===== config.mk =====
export PLATFORM = sky130hd
export DESIGN_NAME = artifact_pattgen
export DESIGN_NICKNAME = d
export VERILOG_FILES = /design/src/rtl/artifact_pattgen.sv
export SDC_FILE = /design/constraint.sdc
export NUM_CORES = 1
export LEC_CHECK = 0
export ABC_AREA = 0
export CORE_ASPECT_RATIO = 0.75
export CORE_MARGIN = 2
export CORE_UTILIZATION = 45
export CTS_CLUSTER_SIZE = 10
export DETAILED_ROUTE_END_ITERATION = 6
export DONT_BUFFER_PORTS = 1
export PLACE_DENSITY = 0.68
export SLEW_MARGIN = 30
export SYNTH_ARGS = -nofsm -noshare
export SYNTH_HDL_FRONTEND = slang
export SYNTH_SLANG_ARGS = --single-unit

===== constraint.sdc =====
create_clock -name clk -period 3.5 [get_ports clk]
set_clock_uncertainty 0.15 [all_clocks]
set_input_delay 0.175 -clock clk [delete_from_list [all_inputs] [get_ports clk]]
set_output_delay 0.175 -clock clk [all_outputs]
set_load 0.01 [all_outputs]

===== src/rtl/artifact_pattgen.sv =====
// Pixel-rate stripe test source for the artifact-colour path: raster counters, syncs, per-frame mode latch.
// Optional `ARTIPAT_BORDER_EN forces a 255 frame around the active area.
module artifact_pattgen #(
  parameter int H_ACTIVE = 384,
  parameter int H_FP     = 16,
  parameter int H_SYNC   = 32,
  parameter int H_TOTAL  = 456,
  parameter int V_ACTIVE = 240,
  parameter int V_SS     = 244,
  parameter int V_SW     = 3,
  parameter int V_TOTAL  = 262
) (
  input  logic       clk,
  input  logic       reset_n,
  input  logic       ce_pix,
  input  logic [1:0] mode,
  input  logic [7:0] fg_level,
  input  logic [7:0] bg_level,
  input  logic       frame_swap,
  output logic [7:0] r_out,
  output logic [7:0] g_out,
  output logic [7:0] b_out,
  output logic       hbl_out,
  output logic       vbl_out,
  output logic       hs_out,
  output logic       vs_out,
  output logic [7:0] frame_cnt
);
  localparam int HW = $clog2(H_TOTAL);
  localparam int VW = $clog2(V_TOTAL);

  localparam logic [HW-1:0] HA  = HW'(H_ACTIVE);
  localparam logic [HW-1:0] HAL = HW'(H_ACTIVE - 1);
  localparam logic [HW-1:0] HSB = HW'(H_ACTIVE + H_FP);
  localparam logic [HW-1:0] HSE = HW'(H_ACTIVE + H_FP + H_SYNC);
  localparam logic [HW-1:0] HL  = HW'(H_TOTAL - 1);
  localparam logic [VW-1:0] VA  = VW'(V_ACTIVE);
  localparam logic [VW-1:0] VAL = VW'(V_ACTIVE - 1);
  localparam logic [VW-1:0] VSB = VW'(V_SS);
  localparam logic [VW-1:0] VSE = VW'(V_SS + V_SW);
  localparam logic [VW-1:0] VL  = VW'(V_TOTAL - 1);

  logic [HW-1:0] r_hcnt;
  logic [VW-1:0] r_vcnt;
  logic [7:0]    r_frame;
  logic [1:0]    r_mode_l;
  logic [7:0]    r_fg_l, r_bg_l;
  logic          r_swap_l;
  logic [7:0]    r_pix;
  logic          r_hbl, r_vbl, r_hs, r_vs;

  logic          w_h_last, w_v_last, w_sof;
  logic [1:0]    w_mode;
  logic [7:0]    w_fg, w_bg, w_level;
  logic          w_swap, w_phase, w_on, w_hbl, w_vbl, w_hs, w_vs;

  assign w_h_last = (r_hcnt == HL);
  assign w_v_last = (r_vcnt == VL);
  assign w_sof    = (r_hcnt == '0) && (r_vcnt == '0);

  // The frame-start pixel already uses the values being latched on this ce_pix.
  assign w_mode  = w_sof ? mode       : r_mode_l;
  assign w_fg    = w_sof ? fg_level   : r_fg_l;
  assign w_bg    = w_sof ? bg_level   : r_bg_l;
  assign w_swap  = w_sof ? frame_swap : r_swap_l;
  assign w_phase = w_swap & r_frame[0];

  assign w_hbl = (r_hcnt >= HA);
  assign w_vbl = (r_vcnt >= VA);
  assign w_hs  = (r_hcnt >= HSB) && (r_hcnt < HSE);
  assign w_vs  = (r_vcnt >= VSB) && (r_vcnt < VSE);

  always_comb begin
    w_on = 1'b0;
    case (w_mode)
      2'd0: w_on = 1'b0;
      2'd1: w_on = r_hcnt[0] ^ w_phase;
      2'd2: w_on = r_hcnt[1] ^ w_phase;
      2'd3: w_on = r_hcnt[0] ^ w_phase ^ r_vcnt[4];
      default: w_on = 1'b0;
    endcase
  end

  always_comb begin
    w_level = w_on ? w_fg : w_bg;
`ifdef ARTIPAT_BORDER_EN
    if ((r_hcnt == '0) || (r_hcnt == HAL) || (r_vcnt == '0) || (r_vcnt == VAL))
      w_level = 8'd255;
`endif
    if (w_hbl || w_vbl)
      w_level = 8'd0;
  end

  always_ff @(posedge clk or negedge reset_n) begin
    if (!reset_n) begin
      r_hcnt  <= '0;
      r_vcnt  <= '0;
      r_frame <= '0;
    end else if (ce_pix) begin
      r_hcnt <= w_h_last ? '0 : r_hcnt + 1'b1;
      if (w_h_last) begin
        r_vcnt <= w_v_last ? '0 : r_vcnt + 1'b1;
        if (w_v_last)
          r_frame <= r_frame + 8'd1;
      end
    end
  end

  always_ff @(posedge clk or negedge reset_n) begin
    if (!reset_n) begin
      r_mode_l <= '0;
      r_fg_l   <= '0;
      r_bg_l   <= '0;
      r_swap_l <= 1'b0;
    end else if (ce_pix && w_sof) begin
      r_mode_l <= mode;
      r_fg_l   <= fg_level;
      r_bg_l   <= bg_level;
      r_swap_l <= frame_swap;
    end
  end

  always_ff @(posedge clk or negedge reset_n) begin
    if (!reset_n) begin
      r_pix <= '0;
      r_hbl <= 1'b1;
      r_vbl <= 1'b1;
      r_hs  <= 1'b0;
      r_vs  <= 1'b0;
    end else if (ce_pix) begin
      r_pix <= w_level;
      r_hbl <= w_hbl;
      r_vbl <= w_vbl;
      r_hs  <= w_hs;
      r_vs  <= w_vs;
    end
  end

  assign r_out     = r_pix;
  assign g_out     = r_pix;
  assign b_out     = r_pix;
  assign hbl_out   = r_hbl;
  assign vbl_out   = r_vbl;
  assign hs_out    = r_hs;
  assign vs_out    = r_vs;
  assign frame_cnt = r_frame;
endmodule

# Word level (Yosys, flattened, before mapping)
# Cells that the tools add are included.
# Widths: inputs -> output; s select.
[word_totals] ff_bits=57 input_bits=22 output_inout_bits=36
[op_classes] n_addsub=3 magnitude_cmp=6 eq_ne=5 mux=9 n_bitwise=4 reduce_logical=10
[ops] operator="$mux 8" count=4
[ops] operator="$add 9x1->9 const B" count=2
[ops] operator="$eq 9x9->1 const B" count=2
[ops] operator="$ge 9x8->1 const B" count=2
[ops] operator="$ge 9x9->1 const B" count=2
[ops] operator="$logic_not 9->1" count=2
[ops] operator="$mux 9" count=2
[ops] operator="$lt 9x8->1 const B" count=1
[ops] operator="$lt 9x9->1 const B" count=1
[ops] operator="$add 8x1->8 const B" count=1
[ops] operator="$eq 2x2->1 const B" count=2
[ops] operator="$logic_and 1x1->1" count=4
[ops] operator="$pmux 1 s4" count=1
[ops] operator="$reduce_and 3->1" count=1
[ops] operator="$xor 1x1->1" count=3
[ops] operator="$eq 2x1->1 const B" count=1
[ops] operator="$logic_not 2->1" count=1
[ops] operator="$mux 2" count=1
[ops] operator="$reduce_and 2->1" count=1
[ops] operator="$and 1x1->1" count=1
[ops] operator="$logic_or 1x1->1" count=1
[ops] operator="$mux 1" count=1

# Logic depth before layout (Yosys ltp)
[logic_depth] word_depth=9 mapped_depth=10

# Worst setup path after synthesis
# No wires, ideal clock.
[synth_path] path_type="reg-to-reg" from="register r_hcnt[0]" to="register r_pix[0], in the netlist b_out[0]" setup_ns=0.121 arrival_time_ns=2.358 t_required_ns=3.229 path_slack_ns=0.871 stages_incl_launch_ff=10 path_buffers=2 synth_period_minus_slack_ns=2.629 path_cell_list="dfrtp_1 clkbuf_1 inv_1 ha_1 or4b_4 nor4b_4 buf_6 mux2i_4 mux2i_1 a22o_1"
[synth_via] elab_chain_cells=9
[synth_rtl] element="start, declared" line="43" source="logic [HW-1:0] r_hcnt;"
[synth_rtl] element="start signal, assigned" line="100" source="r_hcnt <= w_h_last ? '0 : r_hcnt + 1'b1;"
[synth_rtl] element="$logic_not 9->1" line="59" source="assign w_sof = (r_hcnt == '0) && (r_vcnt == '0);"
[synth_rtl] element="$logic_and 1x1->1" line="59"
[synth_rtl] element="$mux 1" line="65" source="assign w_swap = w_sof ? frame_swap : r_swap_l;"
[synth_rtl] element="$and 1x1->1" line="66" source="assign w_phase = w_swap & r_frame[0];"
[synth_rtl] element="$xor 1x1->1" line="77, 79"
[synth_rtl] element="$xor 1x1->1" line="79" source="2'd3: w_on = r_hcnt[0] ^ w_phase ^ r_vcnt[4];"
[synth_rtl] element="$pmux 1 s4" line="75" source="case (w_mode)"
[synth_rtl] element="$mux 8" line="85" source="w_level = w_on ? w_fg : w_bg;"
[synth_rtl] element="$mux 8 *" line="90" source="if (w_hbl || w_vbl)"
[synth_rtl] element="end signal, assigned" line="131" source="r_pix <= w_level;"
[synth_rtl] element="end, declared" line="49" source="logic [7:0] r_pix;"
# Mark *: on every way between the ends. The rest lies on a longest branch, timed or not.
# A chain may end at the register's enable or synchronous reset.

# Worst setup path after layout
[layout_path] from="register r_hcnt[0]" to="register r_bg_l[6]"
[layout_via] elab_chain_cells=3
[layout_rtl] element="$logic_not 9->1" line="59"
[layout_rtl] element="$logic_and 1x1->1" line="59"
[layout_rtl] element="$logic_and 1x1->1" line="115" source="end else if (ce_pix && w_sof) begin"
[layout_rtl] element="end signal, assigned" line="118" source="r_bg_l <= bg_level;"
[layout_rtl] element="end, declared" line="47" source="logic [7:0] r_fg_l, r_bg_l;"
# No other way between the ends.

==> metrics.md <==
| Metric | Value |
|---|---|
| Run status | `finished, final reports clean` |
| Synthesis warning total | `0` |
| Most common cell after layout, fill and taps aside | `sky130_fd_sc_hd__dfrtp_1` |
| Register area share after synthesis | `47.1%` |
| Xor-xnor portion of the synthesized cell area | `6.23%` |
| Synthesized area per cell | `11.3 sq um` |
| Synth Area in Adders | `2.48%` |
| Endpoints failing hold | `0` |
| First-iteration detailed-routing DRC count | `120` |
| TritonCTS clock tree | `done` |
| Cell type with the highest aggregate area in the netlist | `sky130_fd_sc_hd__dfrtp_1` |
| Max-Cap Viols | `0` |
| Power Internal | `1.19 mW` |
| Antenna violations before repair | `0` |
| Flip-flop and latch count after synthesis | `57` |
| Starting Density | `47.3%` |
| Overflow left after global routing | `0` |
| Wire length of the first global-routing pass | `9320 microns` |
| Root Buffer Master | `sky130_fd_sc_hd__clkbuf_8` |
| Area contributors post-synth | `sky130_fd_sc_hd__dfrtp_1, sky130_fd_sc_hd__mux2i_1, sky130_fd_sc_hd__mux2_2` |
| Data required time of the worst path | `3.56 ns` |
| Horiz. Die Dim | `98.8 microns` |
| Number of detailed-routing iterations run before antenna repair | `4` |
| Share of layout cells above drive strength 1 | `15.6%` |
| Leakage power | `1.55 nW` |
| Number of nets produced by synthesis | `296` |
| Post-route standard cell area excluding fillers | `0.00337 sq mm` |
| Final WL | `5820 microns` |
| Net switching share of the total power | `26.5%` |
| Relative slew slack | `67.6%` |
| Synthesized-area fraction occupied by ao, oa, aoi and oai cells | `6.44%` |
| Maximum number of pins on one net before global-route repair | `58` |
| Setup violation total in the final timing report | `0` |
| Count of instances resized after the clock tree is built | `0` |
| Final weighted congestion in routability-driven placement | `0.839` |
| Area of the core | `0.00641 sq mm` |
| Clock share of power | `37.7%` |
| Mux share of post-synthesis cell area | `17.1%` |
| P per Cell Area | `479 mW/mm^2` |
| Least-Margin Pin Slew | `0.476 ns` |
| Share of Yosys cell area claimed by the top area cell type | `45.4%` |
| Remaining DRCs | `0` |
| Critical path arrival | `2.79 ns` |
| Post-synthesis cell area | `0.00303 sq mm` |
| All-layer global routing usage | `16.8%` |
| Tcrit/Tclk final | `78.0%` |
| Post-cts hold buffer count | `22` |
| Average vias per placed instance | `5.52` |
| I/O pin total | `58` |
| Primary flip-flop cell chosen by synthesis mapping | `sky130_fd_sc_hd__dfrtp_1` |
| Placed cell area | `0.00294 sq mm` |
| Die extent in y | `75.1 microns` |
| Number of H-tree levels | `3` |
| Sequential Power Share | `48.3%` |
| Pins Over Slew Limit | `0` |
| Class of the worst hold path | `in2reg` |
| WL per Instance | `16.3 microns` |
| Count of cell types in the netlist | `41` |
| Number of buffers created by CTS | `9` |
| Top library cells by usage in the layout, fill and taps aside | `sky130_fd_sc_hd__dfrtp_1, sky130_fd_sc_hd__mux2i_1, sky130_fd_sc_hd__nand2_1` |
| Final net count | `300` |
| Area share of and/or/nand/nor cells after synthesis | `13.2%` |
| Post-DRT Antenna Nets | `0` |
| Worst vdd ir | `0.000306 V` |
| Overall power of the completed layout | `1.61 mW` |
| Post-synth EDFFs | `0` |
| Number of setup buffers added after CTS | `0` |
| Post-Synthesis Cells | `268` |
| Synthesis-to-finish area growth | `11.1%` |
| Crit path max fanout | `19` |
| Power share of the combinational group | `14.0%` |
| Clock net sink count | `57` |
| Critical path endpoint category | `flop` |
| Source-to-sink clock delay at the later pin of the worst-skew pair | `0.33 ns` |
| Peak Freq | `0.366 GHz` |
| Setup CP Type | `reg2reg` |
| Setup Total Neg Slack | `0 ns` |
| Count of vias placed by the detailed router | `1970` |
| Vias in the first global route | `1803` |
| Final min period | `2.73 ns` |
| Count of buffers from port buffering | `0` |
| Unrepaired setup endpoints after global routing | `false` |
| Estimated wirelength of the detail-placed design | `3970 microns` |
| Post-CTS clock slew at the launch and capture registers of the worst setup and hold paths | `0.06 ns` |
| Critical Path Source Type | `flop` |
| Die Outline Area | `0.00742 sq mm` |
| Rows | `25` |
| Diode insertion count for antenna repair | `0` |
| Main combinational cell family by area after synthesis | `multiplexers` |
| Deepest clock path buffer count | `2` |
| Net switching power | `0.427 mW` |
| Async SR Flop Fraction | `100%` |
-- metrics by stage --
step / hold slack, ns / util [%] / setup slack, ns / cells
after CTS: 0.00574 / 52.6 / 0.760 / 357
after global routing: 0.0269 / 52.6 / 0.600 / 357
after floorplan: -0.271 / - / 0.871 / 268
final: 0.0225 / 52.6 / 0.771 / 357
after global placement: -0.268 / 45.8 / 0.806 / 320
after detailed placement: -0.268 / 45.8 / 0.767 / 320
-- worst max-delay path: stages, from the launching register on --
cell	delay [ns]
sky130_fd_sc_hd__dfrtp_1	0.46
sky130_fd_sc_hd__inv_1	0.11
sky130_fd_sc_hd__ha_1	0.14
sky130_fd_sc_hd__or4b_4	0.46
sky130_fd_sc_hd__nor4b_4	0.36
sky130_fd_sc_hd__buf_4	0.37
sky130_fd_sc_hd__nand2_4	0.22
sky130_fd_sc_hd__mux2_2	0.33
-- logic make-up (layout without fill, tap and decap cells) --
group,after synthesis,after routing
and+or+nand+nor,72,72
buffers and inverters,36,44
DFF,57,57
adders and majority gates,6,6
muxes,48,48
AOI/OAI and AO/OA,29,29
xor gates and xnor gates,20,20
-- metal layers --
layer  up-vias  global-route usage, %  part of all wire, %  wire length, microns
met1       961                   23.4                   48                  2790
met4         0                   7.46                  1.8                   106
met5         -                      0                    0                     0
li1        937                      -                    -                     -
met3        10                   6.22                  7.3                   423
met2        62                   23.6                   43                  2500
-- power by group through the flow --
stage | clock [mW] | combinational (mW) | sequential (mW)
2_1_floorplan | 0 | 0.214 | 0.738
3_3_place_gp | 0 | 0.184 | 0.788
3_5_place_dp | 0 | 0.189 | 0.790
4_1_cts | 0.623 | 0.228 | 0.778
5_1_grt | 0.649 | 0.256 | 0.789
6_report | 0.608 | 0.226 | 0.779
-- cell type report --
cell class,instances,area (sq um)
sequential,57,1430
tap,81,101
clock buffer,12,155
inverter,6,22.5
clock inverter,3,40.0
multi-input combinational,175,1380
timing repair buffer,23,245
fill,556,3040
-- sequential cells by signal, summed over array words and instances (netlist names) --
| signal | flops |
|---|---|
| r_bg_l | 8 |
| hs_out | 1 |
| vs_out | 1 |
| vbl_out | 1 |
| b_out | 8 |
| r_swap_l | 1 |
| frame_cnt | 8 |
| r_vcnt | 9 |
| r_fg_l | 8 |
| hbl_out | 1 |
| r_mode_l | 2 |
| r_hcnt | 9 |
-- cells in the mapped netlist (all sizes together), types with 3 or more instances --
cell	n
clkbuf	8
nor2	8
mux2i	27
xor2	3
mux2	21
nand3	5
nand4	11
nand2	24
and3	3
dfrtp	55
nor3	6
buf	22
nor2b	3
o21ai	9
ha	6
inv	6
a22o	9
a21oi	5
xnor2	16
-- worst paths after layout --
kind | start | endpoint | slack, ns | cells past startpoint
setup reg to reg | r_hcnt[0] | r_bg_l[6] | 0.77 | 7
setup / recovery | r_hcnt[0] | r_bg_l[6] | 0.77 | 7
hold reg to reg | r_vcnt[7] | r_vcnt[7] | 0.35 | 1
min in group asynchronous | reset_n | r_vcnt[5] | 0.22 | 2
max in group asynchronous | reset_n | hbl_out | 2.68 | 2
hold / removal | fg_level[0] | b_out[0] | 0.02 | 3
Note: power is estimated with default switching activity, not from simulation.
